**config.mk**
```make
export PLATFORM = sky130hd
export DESIGN_NAME = ttt_board_engine
export DESIGN_NICKNAME = d
export VERILOG_FILES = /design/src/rtl/ttt_board_engine.sv
export SDC_FILE = /design/constraint.sdc
export NUM_CORES = 1
export LEC_CHECK = 0
export BUFFER_PORTS_ARGS = -buffer_cell sky130_fd_sc_hd__buf_2
export CORE_MARGIN = 2
export CORE_UTILIZATION = 40
export DETAILED_ROUTE_END_ITERATION = 12
export PLACE_DENSITY = 0.6
export SLEW_MARGIN = 20
export SYNTH_ARGS = -nofsm -noshare
export SYNTH_HDL_FRONTEND = slang
export SYNTH_SLANG_ARGS = --single-unit
```
**constraint.sdc**
```tcl
create_clock -name clk -period 4.9 [get_ports clk]
set_input_delay 0.49 -clock clk [delete_from_list [all_inputs] [get_ports clk]]
set_output_delay 0.49 -clock clk [all_outputs]
set_load 0.02 [all_outputs]
```
**src/rtl/ttt_board_engine.sv**
```systemverilog
// Tic-tac-toe datapath: board, player, turn timer, move capture, random search
// and win/tie evaluation, driven by one-cycle command strobes from the game FSM.
module ttt_board_engine #(
    parameter logic [31:0] TURN_CYCLES = 32'd500_000_000,
    parameter int          TMR_W       = 32
) (
    input  logic        clk,
    input  logic        rst,
    input  logic        new_game,
    input  logic        time_start,
    input  logic        validate_play,
    input  logic        play_random,
    input  logic        commit,
    input  logic        change_turn,
    input  logic [3:0]  move_sel,
    input  logic        move_confirm,
    output logic        time_out,
    output logic        ready,
    output logic        valid,
    output logic        win,
    output logic        tie,
    output logic        player,
    output logic        busy,
    output logic [3:0]  sel_cell,
    output logic [17:0] board
);

    typedef enum logic [1:0] {IDLE, SEARCH, EVAL} state_t;

    localparam logic [TMR_W-1:0] CNT_LOAD = TMR_W'(TURN_CYCLES - 32'd1);

    state_t           state;
    logic [1:0]       cells [0:8];
    logic [TMR_W-1:0] cnt;
    logic             armed;
    logic [3:0]       rnd;
    logic [3:0]       idx;
    logic [3:0]       probes;
    logic             win_next;
    logic             full;
    logic             accept;

    for (genvar i = 0; i < 9; i++) begin : g_board
        assign board[2*i +: 2] = cells[i];
    end

    function automatic logic line3(input logic [1:0] a, input logic [1:0] b, input logic [1:0] c);
        return (a != 2'b00) && (a == b) && (b == c);
    endfunction

    always_comb begin
        win_next = line3(cells[0], cells[1], cells[2]) | line3(cells[3], cells[4], cells[5]) |
                   line3(cells[6], cells[7], cells[8]) | line3(cells[0], cells[3], cells[6]) |
                   line3(cells[1], cells[4], cells[7]) | line3(cells[2], cells[5], cells[8]) |
                   line3(cells[0], cells[4], cells[8]) | line3(cells[2], cells[4], cells[6]);
        full = 1'b1;
        for (int i = 0; i < 9; i++)
            if (cells[i] == 2'b00) full = 1'b0;
    end

    assign accept = move_confirm && armed && !time_out && !busy && (move_sel <= 4'd8);

    // Free-running 0..8 counter used as the random-play seed; only rst clears it.
    always_ff @(posedge clk or posedge rst) begin
        if (rst)               rnd <= 4'd0;
        else if (rnd == 4'd8)  rnd <= 4'd0;
        else                   rnd <= rnd + 4'd1;
    end

    always_ff @(posedge clk or posedge rst) begin
        if (rst) begin
            state    <= IDLE;
            for (int i = 0; i < 9; i++) cells[i] <= 2'b00;
            player   <= 1'b0;
            sel_cell <= 4'd0;
            time_out <= 1'b0;
            ready    <= 1'b0;
            valid    <= 1'b0;
            win      <= 1'b0;
            tie      <= 1'b0;
            busy     <= 1'b0;
            armed    <= 1'b0;
            cnt      <= '0;
            idx      <= 4'd0;
            probes   <= 4'd0;
        end else if (new_game) begin
            state    <= IDLE;
            for (int i = 0; i < 9; i++) cells[i] <= 2'b00;
            player   <= 1'b0;
            sel_cell <= 4'd0;
            time_out <= 1'b0;
            ready    <= 1'b0;
            valid    <= 1'b0;
            win      <= 1'b0;
            tie      <= 1'b0;
            busy     <= 1'b0;
            armed    <= 1'b0;
            cnt      <= '0;
            idx      <= 4'd0;
            probes   <= 4'd0;
        end else begin
            if (time_start) begin
                cnt      <= CNT_LOAD;
                armed    <= 1'b1;
                time_out <= 1'b0;
                ready    <= 1'b0;
                valid    <= 1'b0;
            end else if (armed) begin
                // A confirm landing on the expiry cycle still counts as in time.
                if (accept)              armed <= 1'b0;
                else if (cnt == '0) begin
                    time_out <= 1'b1;
                    armed    <= 1'b0;
                end else                 cnt <= cnt - 1'b1;
            end

            if (accept && !time_start) begin
                sel_cell <= move_sel;
                ready    <= 1'b1;
            end

            if (change_turn) player <= ~player;

            unique case (state)
                IDLE: begin
                    if (!time_start) begin
                        if (play_random) begin
                            idx    <= rnd;
                            probes <= 4'd0;
                            state  <= SEARCH;
                            busy   <= 1'b1;
                        end else if (validate_play) begin
                            valid <= (cells[sel_cell] == 2'b00);
                            ready <= 1'b0;
                        end else if (commit && valid && !win && !tie) begin
                            cells[sel_cell] <= player ? 2'b10 : 2'b01;
                            valid <= 1'b0;
                            state <= EVAL;
                            busy  <= 1'b1;
                        end
                    end
                end
                SEARCH: begin
                    if (cells[idx] == 2'b00) begin
                        sel_cell <= idx;
                        valid    <= 1'b1;
                        state    <= IDLE;
                        busy     <= 1'b0;
                    end else if (probes == 4'd8) begin
                        valid <= 1'b0;
                        state <= IDLE;
                        busy  <= 1'b0;
                    end else begin
                        idx    <= (idx == 4'd8) ? 4'd0 : idx + 4'd1;
                        probes <= probes + 4'd1;
                    end
                end
                EVAL: begin
                    win   <= win_next;
                    tie   <= full & ~win_next;
                    state <= IDLE;
                    busy  <= 1'b0;
                end
                default: state <= IDLE;
            endcase
        end
    end

endmodule

```
Yosys cells after proc, flatten, opt, wreduce, memory -nomap -nowiden --
Index checks and enable logic that the tools add are counted.
Word-level totals: flip-flop bits (word level) 76, output and inout port bits 29, logic and storage cells 234
Operators by class: add/subtract/negate cells 4, order comparisons 4, equal/unequal tests 33, muxes and demuxes 96, bitwise gates (word level) 12, reductions and logical operators 62
Operator list (number):
- $mux W32 | 5
- $mux W18 | 6
- $mux W4 | 16
- $mux W1 | 47
- $eq A2 B2 Y1 | 16
- $logic_not A32 Y1 | 1
- $sub A32 B1 Y32 const B | 1
- $mux W2 | 13
- $logic_and A1 B1 Y1 | 25
- $logic_not A2 Y1 | 12
- $bwmux W18 | 1
- $ne A3 B3 Y1 const B | 6
- $reduce_bool A2 Y1 | 9
- $bmux W2 S4 | 2
- $pmux W4 S2 | 2
- $reduce_and A5 Y1 | 3
- $add A4 B1 Y4 const B | 3
- $eq A4 B4 Y1 const B | 3
- $ne A4 B4 Y1 const B | 3
- $ge A5 B5 Y1 const B | 2
- $not A4 Y5 | 2
- $reduce_bool A3 Y1 | 3
- $demux W2 S4 | 1
- $or A1 B1 Y1 | 7
- 14 further kinds | 22

Logic depth before layout (Yosys ltp) --
Gate-level depths: netlist of run 1.
word-level depth 14, mapped depth 9, depth with buffers taken out 8

Worst setup path before layout of run 1 --
Ideal clock, no wire load.
path kind register to register, start point reg cells (netlist bit board[9]), end point reg probes[3], library setup time 0.069 ns, arrival time 2.042 ns, required time 4.831 ns, setup slack 2.789 ns, stages on the path, launching flop included 8, period minus slack after synthesis 2.111 ns, cell sequence dfrtp_1 -> buf_4 -> nor2_1 -> a211o_1 -> o32ai_4 -> nand2_4 -> or4_1 -> nand3_1
Between the ends: longest elaborated chain between the ends 6
Ends and longest elaborated chain:
- start, declared | RTL line 33 | logic [1:0] cells [0:8];
- start signal, assigned by index | RTL line 136 | cells[sel_cell] <= player ? 2'b10 : 2'b01;
- $bmux W2 S4 | RTL line 144 | if (cells[idx] == 2'b00) begin
- $mux W2 (not written as such) (2 in a row) | RTL line 144
- $logic_not A2 Y1 | RTL line 144
- $ne A3 B3 Y1 (no line)
- $reduce_and A5 Y1 (no line)
- end signal, assigned | RTL line 155 | probes <= probes + 4'd1;
- end, declared | RTL line 38 | logic [3:0] probes;
Every way passes these cells. The select of a mux whose other input is x is not followed. A chain may end at the register's enable or synchronous reset.

Worst setup path after layout of run 1 --
start point reg cnt[10], end point reg cnt[13]
Between the ends: longest elaborated chain between the ends 6, elaborated cells between the ends (all ways) 9, classes of those cells 1 x add/sub; 1 x eq/ne; 5 x mux; 2 x reduce/logical
Ends and longest elaborated chain:
- start, declared | RTL line 34 | logic [TMR_W-1:0] cnt;
- start signal, assigned | RTL line 114 | end else cnt <= cnt - 1'b1;
- $sub A32 B1 Y32 | RTL line 114
- $mux W32 | RTL line 111 | else if (cnt == '0) begin
- $mux W32 | RTL line 110 | if (accept) armed <= 1'b0;
- $mux W32 | RTL line 108 | end else if (armed) begin
- $mux W32 | RTL line 102 | if (time_start) begin
- $mux W32 | RTL line 86 | end else if (new_game) begin
Several ways; a longest one is shown, not always the timed one. The select of a mux whose other input is x is not followed.

==> results of run 1 <==
## path summary, 6_finish.rpt
check,start,slack [ns],to,depth (start not counted)
worst max register to register,cnt[10]$_DFFE_PP0P_,2.30,cnt[13]$_DFFE_PP0P_,6
worst min register to register,rnd[0]$_DFF_PP0_,0.50,rnd[0]$_DFF_PP0_,1
worst max-delay path,cnt[10]$_DFFE_PP0P_,2.30,cnt[13]$_DFFE_PP0P_,6
worst min-delay path,change_turn,0.42,player$_DFFE_PP0P_,3
max in group asynchronous,rst,3.81,time_out$_DFFE_PP0P_,3
min in group asynchronous,rst,0.44,cnt[11]$_DFFE_PP0P_,3
## layer usage
| metal | vias to the layer above | GRT usage, % |
|---|---|---|
| li1 | 1900 | - |
| met1 | 1920 | 27.3 |
| met4 | 0 | 8.05 |
| met2 | 89 | 28.5 |
| met3 | 18 | 3.13 |
| met5 | - | 0 |
## cell families (layout without fill, tap and decap cells)
| group | Yosys count | in the layout | share of synthesized area (%) |
|---|---|---|---|
| fa+ha+maj | 11 | 11 | 2.93 |
| xor+xnor | 32 | 32 | 5.96 |
| buf+inv | 52 | 81 | 5.19 |
| mux | 19 | 19 | 4.87 |
| flops | 76 | 76 | 40.5 |
| simple gates | 220 | 220 | 26.2 |
| compound gates | 97 | 97 | 14.4 |
## sequential cells by signal, summed over array words and instances (netlist names)
register / cells
probes: 4
time_out: 1
idx: 4
busy: 1
win: 1
rnd: 4
sel_cell: 4
cnt: 32
armed: 1
player: 1
tie: 1
valid: 1
ready: 1
board: 18
state: 2
## power by group
part	switching [mW]	total [mW]	leakage, nW	internal, mW
Clock	0.251	0.640	0.142	0.389
Combinational	0.130	0.211	0.990	0.0811
Sequential	0.0493	0.702	1.02	0.653
## area by class of cell
| cell class | instances | share of cell area (%) |
|---|---|---|
| repair buffers | 42 | 4.07 |
| multi-input cells | 379 | 48.9 |
| inverters | 24 | 1.75 |
| clock inverters | 5 | 1.03 |
| flip-flops and latches | 76 | 36.4 |
| clock buffers | 10 | 4.39 |
| well taps | 143 | 3.43 |
## worst reg2reg max path: cells and delay by family, from the launching register on
kind                      cells  cell delay [ns]
and+or+nand+nor               3             1.01
xor gates and xnor gates      1             0.18
AOI/OAI and AO/OA             2             0.85
DFF                           1             0.41
## per-stage QoR
stage	cells	cell area [um^2]	utilization, %	hold WS [ns]	power [mW]
after detailed placement	664	4940	43.3	0.501	0.926
after CTS	679	5220	45.7	0.413	1.57
after floorplan	507	4700	-	0.469	0.872
after global routing	679	5220	45.7	0.447	1.63
after global placement	664	4940	43.3	0.492	0.921
final	679	5220	45.7	0.423	1.55
## cells in the mapped netlist (all sizes together), types with 3 or more instances
library cell   n  area (um^2)
mux2i         15          150
nand4          5         37.5
nand4b         3         41.3
o211ai         4         30.0
o2111ai        5         43.8
mux4           3         67.6
a311oi         4         35.0
clkbuf        13         48.8
dfrtp         76         1900
inv           24         90.1
xnor2         24          210
o21ai         15         75.1
or4            4         30.0
o22ai          5         31.3
o31ai          4         43.8
o31a           4         35.0
nor4          21          171
nand2b         6         37.5
nand3         17         85.1
a211oi         3         22.5
buf           15          105
xor2           8         70.1
nand2         28          115
nor2          64          240
and3          10         62.6
nor3          26          130
or3           10         62.6
a21oi         32          160
nor2b          3         18.8
a31oi          4         31.3
ha            11          138
nand3b         6         45.0
nor4b          4         50.1
nor3b          5         37.5
## cells in the final DEF, fill, tap and decap left out, types with 5 or more instances in the layout
| master | Yosys | layout |
|---|---|---|
| a21oi_1 | 32 | 32 |
| and3_1 | 10 | 10 |
| buf_2 | 9 | 41 |
| clkbuf_16 | 0 | 9 |
| dfrtp_1 | 76 | 76 |
| ha_1 | 11 | 11 |
| inv_1 | 23 | 22 |
| mux2i_1 | 15 | 15 |
| nand2_1 | 26 | 26 |
| nand2b_1 | 6 | 6 |
| nand3_1 | 17 | 17 |
| nand3b_1 | 6 | 6 |
| nor2_1 | 64 | 64 |
| nor3_1 | 26 | 26 |
| nor3b_1 | 5 | 5 |
| nor4_1 | 16 | 16 |
| o2111ai_1 | 5 | 5 |
| o21ai_0 | 15 | 15 |
| o22ai_1 | 5 | 5 |
| or3_1 | 10 | 10 |
| xnor2_1 | 24 | 24 |
| xor2_1 | 8 | 8 |
==> metrics, run 1 <==
first-pass GRT wire length 19,400 um; Register Area between 1500 and 2000 um^2; slowest stage delay, CP around 0.76 ns; # fillers between 1,000 and 1,500; layout cells sized above 1 between 10 and 15%; CP max stage cell o31ai_4; final WL 11,400 um; worst skew pair latency ~0.34 ns; startpoint types register; Final Wtd Congestion a little under 0.8; clock-pin slew on the worst setup and hold paths approximately 0.06 ns; # IOs 42; H-tree levels 3; Async S/R FF share, synth 100%; Clock Root Buffer clkbuf_16; Routed Antenna Nets 0; Bufs and invs on worst path 0; via/cell ratio 5.78; synth unique cells 66; Slew @ Worst Pin ~1.1 ns; initial core utilization about two fifths; status finished, final reports clean; Fin Clk Skew roughly 0.007 ns; CTS tree built; Area Growth Syn to Fin 11.1%; met1 WL between 5000 and 6000 um; DP Wirelength just under 8000 um; Chip Height approximately 110 um; synth warn 0; post-route setup slack about 2.3 ns; 1st-iter DRT viols 222; MaxCap Viol Count 0; vias in the first global route approximately 3,700; post-CTS sizing 0; Worst EP required slightly above 5 ns; Residual DRC 0; CP Capture Type register; fmax about 380 MHz; critical path's top delay family simple AND/OR/NAND/NOR gates; final setup violating endpoints 0; post-layout minimum cycle time 2.60 ns; TritonCTS Buffers 9; Core Footprint 11,400 um^2; clk sinks between 70 and 80; antenna violations before repair 0; pre-CTS setup slack between 2 and 2.5 ns; hold_buf cts 0; Max-slew headroom between 20 and 30%; wire per inst approximately 17 um; pin count of the biggest net entering global routing 77; Hold Vio Cnt, Final 0; Tot GR Track Use between 10% and 20%; unrepaired setup endpoints after global routing false; postcts setup bufs 0; number of port buffers roughly 40; Setup CP Type reg2reg; mapped cell area 4700 um^2; Top Metal Used met4; Tcrit/Tclk final a little over half; Detail Route met2 WL around 5100 um; n_diodes 0; VDD IR max 0.125 mV; number of synthesized flops with an enable pin 0; via count just under 4,000; Yosys reg bits 76; highest net fanout along the worst path 17; Slew Viols, Final 0; DR pass1 iterations 4; sequential cell area fraction in the yosys report 40.5%; post-synthesis net count ~530; Max clock buf depth 2; critical path cell sequence nor4_1 -> nand4_1 -> o31ai_4 -> nor4_1 -> xnor2_1 -> a21oi_1; Mapped Avg Cell Area between 9 and 10 um^2; setup TNS 0 ns; Die ar. between 10,000 and 15,000 um^2; most frequent CP cell nor4_1; metal3 WL between 600 and 700 um; GR Overflow Total 0; CP arrival between 2 and 3 ns; die span in x between 100 and 150 um; area of the multi-input gates roughly 2600 um^2; synthesized netlist cell count approximately 510; Leakage about 2.1 nW; Top FF cell, synth dfrtp_1; Hold WC Path Type in2reg; Final #Nets approximately 560; row cnt 39; PD cells between 200 and 300 nW/um^2
Note: power is estimated with default switching activity, not from simulation.
==> run 2: changes to the inputs <==
Settings changed: PLACE_DENSITY 0.6 to 0.63.
Clock period 4.9 ns to 2.26 ns, I/O delays scaled along.
==> run 2 against run 1 <==
Net effect:
- utilization up 3.8 points
- flip-flop and latch count did not move
- die area is the same
- setup slack got worse by 2.1 ns
- register-to-register slack got worse by 2.1 ns
- largest cell class unchanged
==> metrics, run 2 (same netlist as run 1, synthesis figures left out) <==
Max clock buf depth 2 (unchanged); vias in the first global route 4,030 (+7.9%); CP max stage cell or4_1; Fin Clk Skew 0.00569 ns (-0.00138 ns); Hold Vio Cnt, Final 0 (unchanged); Chip Height 112 um (unchanged); post-route setup slack 0.146 ns (-2.15 ns); MaxCap Viol Count 0 (unchanged); Placed Area 5270 um^2 (+6.8%); Hold Slack 0.155 ns (-0.268 ns); Routed Antenna Nets 0 (unchanged); Final Wtd Congestion 0.924 (+17%); # IOs 42 (unchanged); DP Wirelength 8750 um (+11%); Residual DRC 0 (unchanged); Core Footprint 11,400 um^2 (unchanged); clk sinks 76 (unchanged); 1st-iter DRT viols 310 (+40%); n_diodes 0 (unchanged); pre-CTS setup slack 0.108 ns (-2.06 ns); DR pass1 iterations 5 (+1); worst skew pair latency 0.34 ns (about the same); Leakage 2.41 nW (+12%); startpoint types register; via count 4,164 (+6.0%); TritonCTS Buffers 9 (unchanged); wire per inst 16.7 um (-0.62%); Worst EP required 2.53 ns (-2.54 ns); initial core utilization 41.2% (unchanged); Top reg by flops cnt; postcts setup bufs 0 (unchanged); Final #Nets 600 (+7.9%); PD cells 636 nW/um^2 (+110%); final WL 12,100 um (+6.0%); final core occ 49.6% (+3.8 points); first-pass GRT wire length 20,400 um (+5.1%); GR Overflow Total 0 (unchanged); antenna violations before repair 0 (unchanged); VDD IR max 0.429 mV (+240%); Slew @ Worst Pin 0.586 ns (-0.482 ns); highest net fanout along the worst path 10 (-7); via/cell ratio 5.75 (-0.56%); Overall Power 3.60 mW (+130%); layout cells sized above 1 22.2% (+7.7 points); Die ar. 12,600 um^2 (unchanged); Area Growth Syn to Fin 20.4%; pin count of the biggest net entering global routing 35 (-55%); Clock Root Buffer clkbuf_16; clock-pin slew on the worst setup and hold paths 0.06 ns (about the same); critical path cell sequence nor4b_4 -> a211o_1 -> o32ai_4 -> nand2_4 -> or4_1 -> nand3_1; Max-slew headroom 60.9% (+32 points); CP Capture Type register; final setup violating endpoints 0 (unchanged); slowest stage delay, CP 0.52 ns (-0.24 ns); post-layout minimum cycle time 2.11 ns (-0.490 ns); die span in x 112 um (unchanged); most frequent cells in the layout dfrtp_1, nor2_1, buf_4; row cnt 39 (unchanged); CP arrival 2.39 ns (-0.39 ns); commonest non-fill, non-tap cell in the layout dfrtp_1; number of port buffers 41 (unchanged); Tcrit/Tclk final 93.6% (+40 points); status finished, final reports clean; Setup CP Type reg2reg; fmax 473 MHz (+23%); Design Area, Final 5660 um^2 (+8.4%); Hold WC Path Type in2reg; Slew Viols, Final 0 (unchanged); H-tree levels 3 (unchanged); unrepaired setup endpoints after global routing true; Tot GR Track Use 20.1% (+1.1 points); CTS tree built; Largest register FFs 32 (unchanged)
## run 2: through the flow
step                instances  setup TNS (ns)
floorplan                 507               0
global placement          707               0
detailed placement        707               0
global route              724        -0.00286
finish                    724               0
CTS                       724               0
## run 2: final timing paths
path,slack (ns),end,depth (start not counted),from
setup / recovery,0.15,probes[3]$_DFFE_PP0P_,6,idx[0]$_DFFE_PP0P_
hold reg to reg,0.52,rnd[0]$_DFF_PP0_,1,rnd[0]$_DFF_PP0_
min in group asynchronous,0.47,cnt[7]$_DFFE_PP0P_,3,rst
hold / removal,0.15,ready$_DFF_PP0_,2,validate_play
max in group asynchronous,1.16,cnt[9]$_DFFE_PP0P_,4,rst
setup reg to reg,0.15,probes[3]$_DFFE_PP0P_,6,idx[0]$_DFFE_PP0P_
## run 2: worst max-delay path: cells and delay by family, from the launching register on
kind             cells  cell delay [ns]
flip-flops           1             0.49
AND/OR/NAND/NOR      4             0.92
AO/OA/AOI/OAI        2             0.64
## run 2: timing repair
item,in CTS,in global routing
hold buffers,1,0
resized for setup,0,10
hold endpoints to repair,29,0
setup endpoints to repair,0,40
## run 2: area by class of cell
type | count | area [um^2]
Multi-Input combinational cell | 379 | 2610
Clock buffer | 12 | 246
Clock inverter | 4 | 72.6
Timing Repair Buffer | 86 | 558
Tap cell | 143 | 179
Sequential cell | 76 | 1900
Fill cell | 1074 | 5760
Inverter | 24 | 91.3
## run 2: routing by layer
metal | up-vias | routed length (um) | global-route usage (%)
li1 | 1994 | - | -
met1 | 2016 | 5650 | 28.0
met2 | 131 | 5430 | 30.6
met3 | 23 | 717 | 4.86
met4 | 0 | 291 | 7.32
met5 | - | 0 | 0
## run 2: power by group
group          internal [mW]  leakage [nW]  switching, mW
Sequential              1.42          1.02         0.0883
Combinational          0.228          1.24          0.318
Clock                  0.995         0.153          0.550
==> run 3: changes to the inputs <==
Settings changed: CORE_MARGIN 2 to unset.
==> run 3 against run 2 <==
Net effect:
- non-clock buffer count down 3
- utilization down 0.48 points
- die area down 3.5%
- critical path type unchanged
- largest power group is now sequential cells
- highest routed layer unchanged
==> metrics, run 3 (same netlist as run 1, synthesis figures left out) <==
Tcrit/Tclk final 95.2% (+1.6 points); clk sinks 76 (unchanged); CP max stage cell dfrtp_1; Register Area 1900 um^2 (unchanged); CTS tree built; PD cells 623 nW/um^2 (-2.0%); area of the multi-input gates 2600 um^2 (-0.29%); critical path cell sequence nor4b_4 -> a211o_1 -> o32ai_4 -> nand2_4 -> or3_1 -> a211oi_1; met3 GRT Util 3.00% (-1.9 points); Fin Clk Skew 0.00608 ns (+0.000395 ns); final setup violating endpoints 0 (unchanged); met1 Track Usage GR 30.0% (+2.0 points); Cell Count Post-Placement 703 (-0.57%); Clock Root Buffer clkbuf_16; Hold Slack 0.133 ns (-0.0213 ns); Hold Vio Cnt, Final 0 (unchanged); Top reg by flops cnt; Leakage 2.38 nW (-1.1%); Slew @ Worst Pin 0.583 ns (-0.00285 ns); clock-pin slew on the worst setup and hold paths 0.06 ns (about the same); worst skew pair latency 0.34 ns (about the same); Largest register FFs 32 (unchanged); row cnt 39 (unchanged); TritonCTS Buffers 9 (unchanged); Routed Antenna Nets 0 (unchanged); setup TNS 0 ns (unchanged); Area Growth Syn to Fin 19.2%; via/cell ratio 5.76 (+0.20%); reg2reg path depth 6 (unchanged); fmax 465 MHz (-1.7%); antenna violations before repair 1 (+1); H-tree levels 3 (unchanged); slowest stage delay, CP 0.48 ns (-0.04 ns); startpoint types register; DP Wirelength 8640 um (-1.4%); Chip Height 110 um (-1.8%); Die ar. 12,200 um^2 (-3.5%); GR Overflow Total 0 (unchanged); vias in the first global route 3,748 (-7.0%); Worst EP required 2.50 ns (-0.03 ns); Setup CP Type reg2reg; GR Layer Usage met2 33.0% (+2.4 points); first-pass GRT wire length 19,700 um (-3.5%); Final #Nets 597 (-0.50%); Hold Path Sink ready$_DFF_PP0_; Final Wtd Congestion 0.862 (-6.7%); final WL 12,200 um (+1.3%); commonest non-fill, non-tap cell in the layout dfrtp_1; Max-slew headroom 61.1% (+0.19 points); VDD IR max 0.389 mV (-9.3%); highest net fanout along the worst path 10 (unchanged); Residual DRC 0 (unchanged); r2r startpoint idx[0]$_DFFE_PP0P_; post-layout minimum cycle time 2.15 ns (+0.0365 ns); wire per inst 17.0 um (+1.8%); reg-to-reg critical path endpoint state[1]$_DFFE_PP0P_; Core Footprint 11,400 um^2 (unchanged); Hold Path Origin validate_play; unrepaired setup endpoints after global routing false; CP Capture Type register; status finished, final reports clean; Tot GR Track Use 21.3% (+1.2 points); pin count of the biggest net entering global routing 47 (+34%); layout cells sized above 1 21.7% (-0.54 points); # IOs 42 (unchanged); DR pass1 iterations 5 (unchanged); 1st-iter DRT viols 311 (+0.32%); Hold Crit Depth 2 (unchanged); Hold WC Path Type in2reg; Max clock buf depth 2 (unchanged); number of port buffers 41 (unchanged); Slew Viols, Final 0 (unchanged); MaxCap Viol Count 0 (unchanged); final core occ 49.1% (-0.48 points); Finished Layout Cells 721 (-0.41%); R2R Setup Slk 0.11 ns (-0.04 ns); CP arrival 2.39 ns (about the same); GR peak layer met2; via count 4,155 (-0.22%); initial core utilization 41.2% (unchanged); die span in x 110 um (-1.8%); # fillers 1,066 (-0.74%); most frequent cells in the layout dfrtp_1, nor2_1, buf_2
[run 3: worst max-delay path by stage]
stage | startpoint | endpoint | slack (ns) | depth (start not counted)
2_1_floorplan | rst | armed$_DFF_PP0_ | 0.1 | 1
3_3_place_gp | cnt[10]$_DFFE_PP0P_ | cnt[13]$_DFFE_PP0P_ | 0.09 | 8
3_5_place_dp | idx[0]$_DFFE_PP0P_ | state[1]$_DFFE_PP0P_ | 0.06 | 6
4_1_cts | cnt[10]$_DFFE_PP0P_ | cnt[3]$_DFFE_PP0P_ | 0.03 | 8
5_1_grt | state[1]$_DFFE_PP0P_ | board[5]$_DFFE_PP0P_ | 0.005 | 7
6_report | idx[0]$_DFFE_PP0P_ | state[1]$_DFFE_PP0P_ | 0.11 | 6
[run 3: worst max-delay path: cells and delay by family (launching register included)]
kind | cells | cell delay [ns]
flops | 1 | 0.48
compound gates | 3 | 0.91
simple gates | 3 | 0.65
[run 3: metrics by stage]
step / area (um^2) / power (mW) / setup slack (ns)
5_1_grt: 5600 / 3.64 / 0.00461
6_report: 5600 / 3.49 / 0.109
4_1_cts: 5550 / 3.50 / 0.0276
2_1_floorplan: 4700 / 1.89 / 0.0957
3_5_place_dp: 5240 / 2.06 / 0.0632
3_3_place_gp: 5240 / 2.05 / 0.0918
[run 3: what timing repair did]
action / in CTS / in global routing
hold endpoints to repair: 30 / 0
hold buffers: 1 / 0
gates resized for setup: 0 / 8
setup buffers: 0 / 1
endpoints found under the setup margin: 0 / 34
[run 3: layer usage]
layer | wire length, um | part of all wire, %
met1 | 5810 | 47
met2 | 5680 | 46
met3 | 549 | 4.5
met4 | 206 | 1.7
met5 | 0 | 0
[run 3: area by class of cell]
cell class / instances / share of cell area (%)
Multi-Input combinational cell: 379 / 46.4
Sequential cell: 76 / 33.9
Timing Repair Buffer: 83 / 9.56
Clock buffer: 10 / 4.26
Tap cell: 143 / 3.19
Inverter: 24 / 1.63
Clock inverter: 5 / 0.938
Antenna cell: 1 / 0.0447
[run 3: power by group]
group | internal [mW] | total, mW | switching [mW]
Combinational | 0.225 | 0.545 | 0.320
Clock | 0.873 | 1.44 | 0.567
Sequential | 1.42 | 1.51 | 0.0894
Total | 2.51 | 3.49 | 0.977
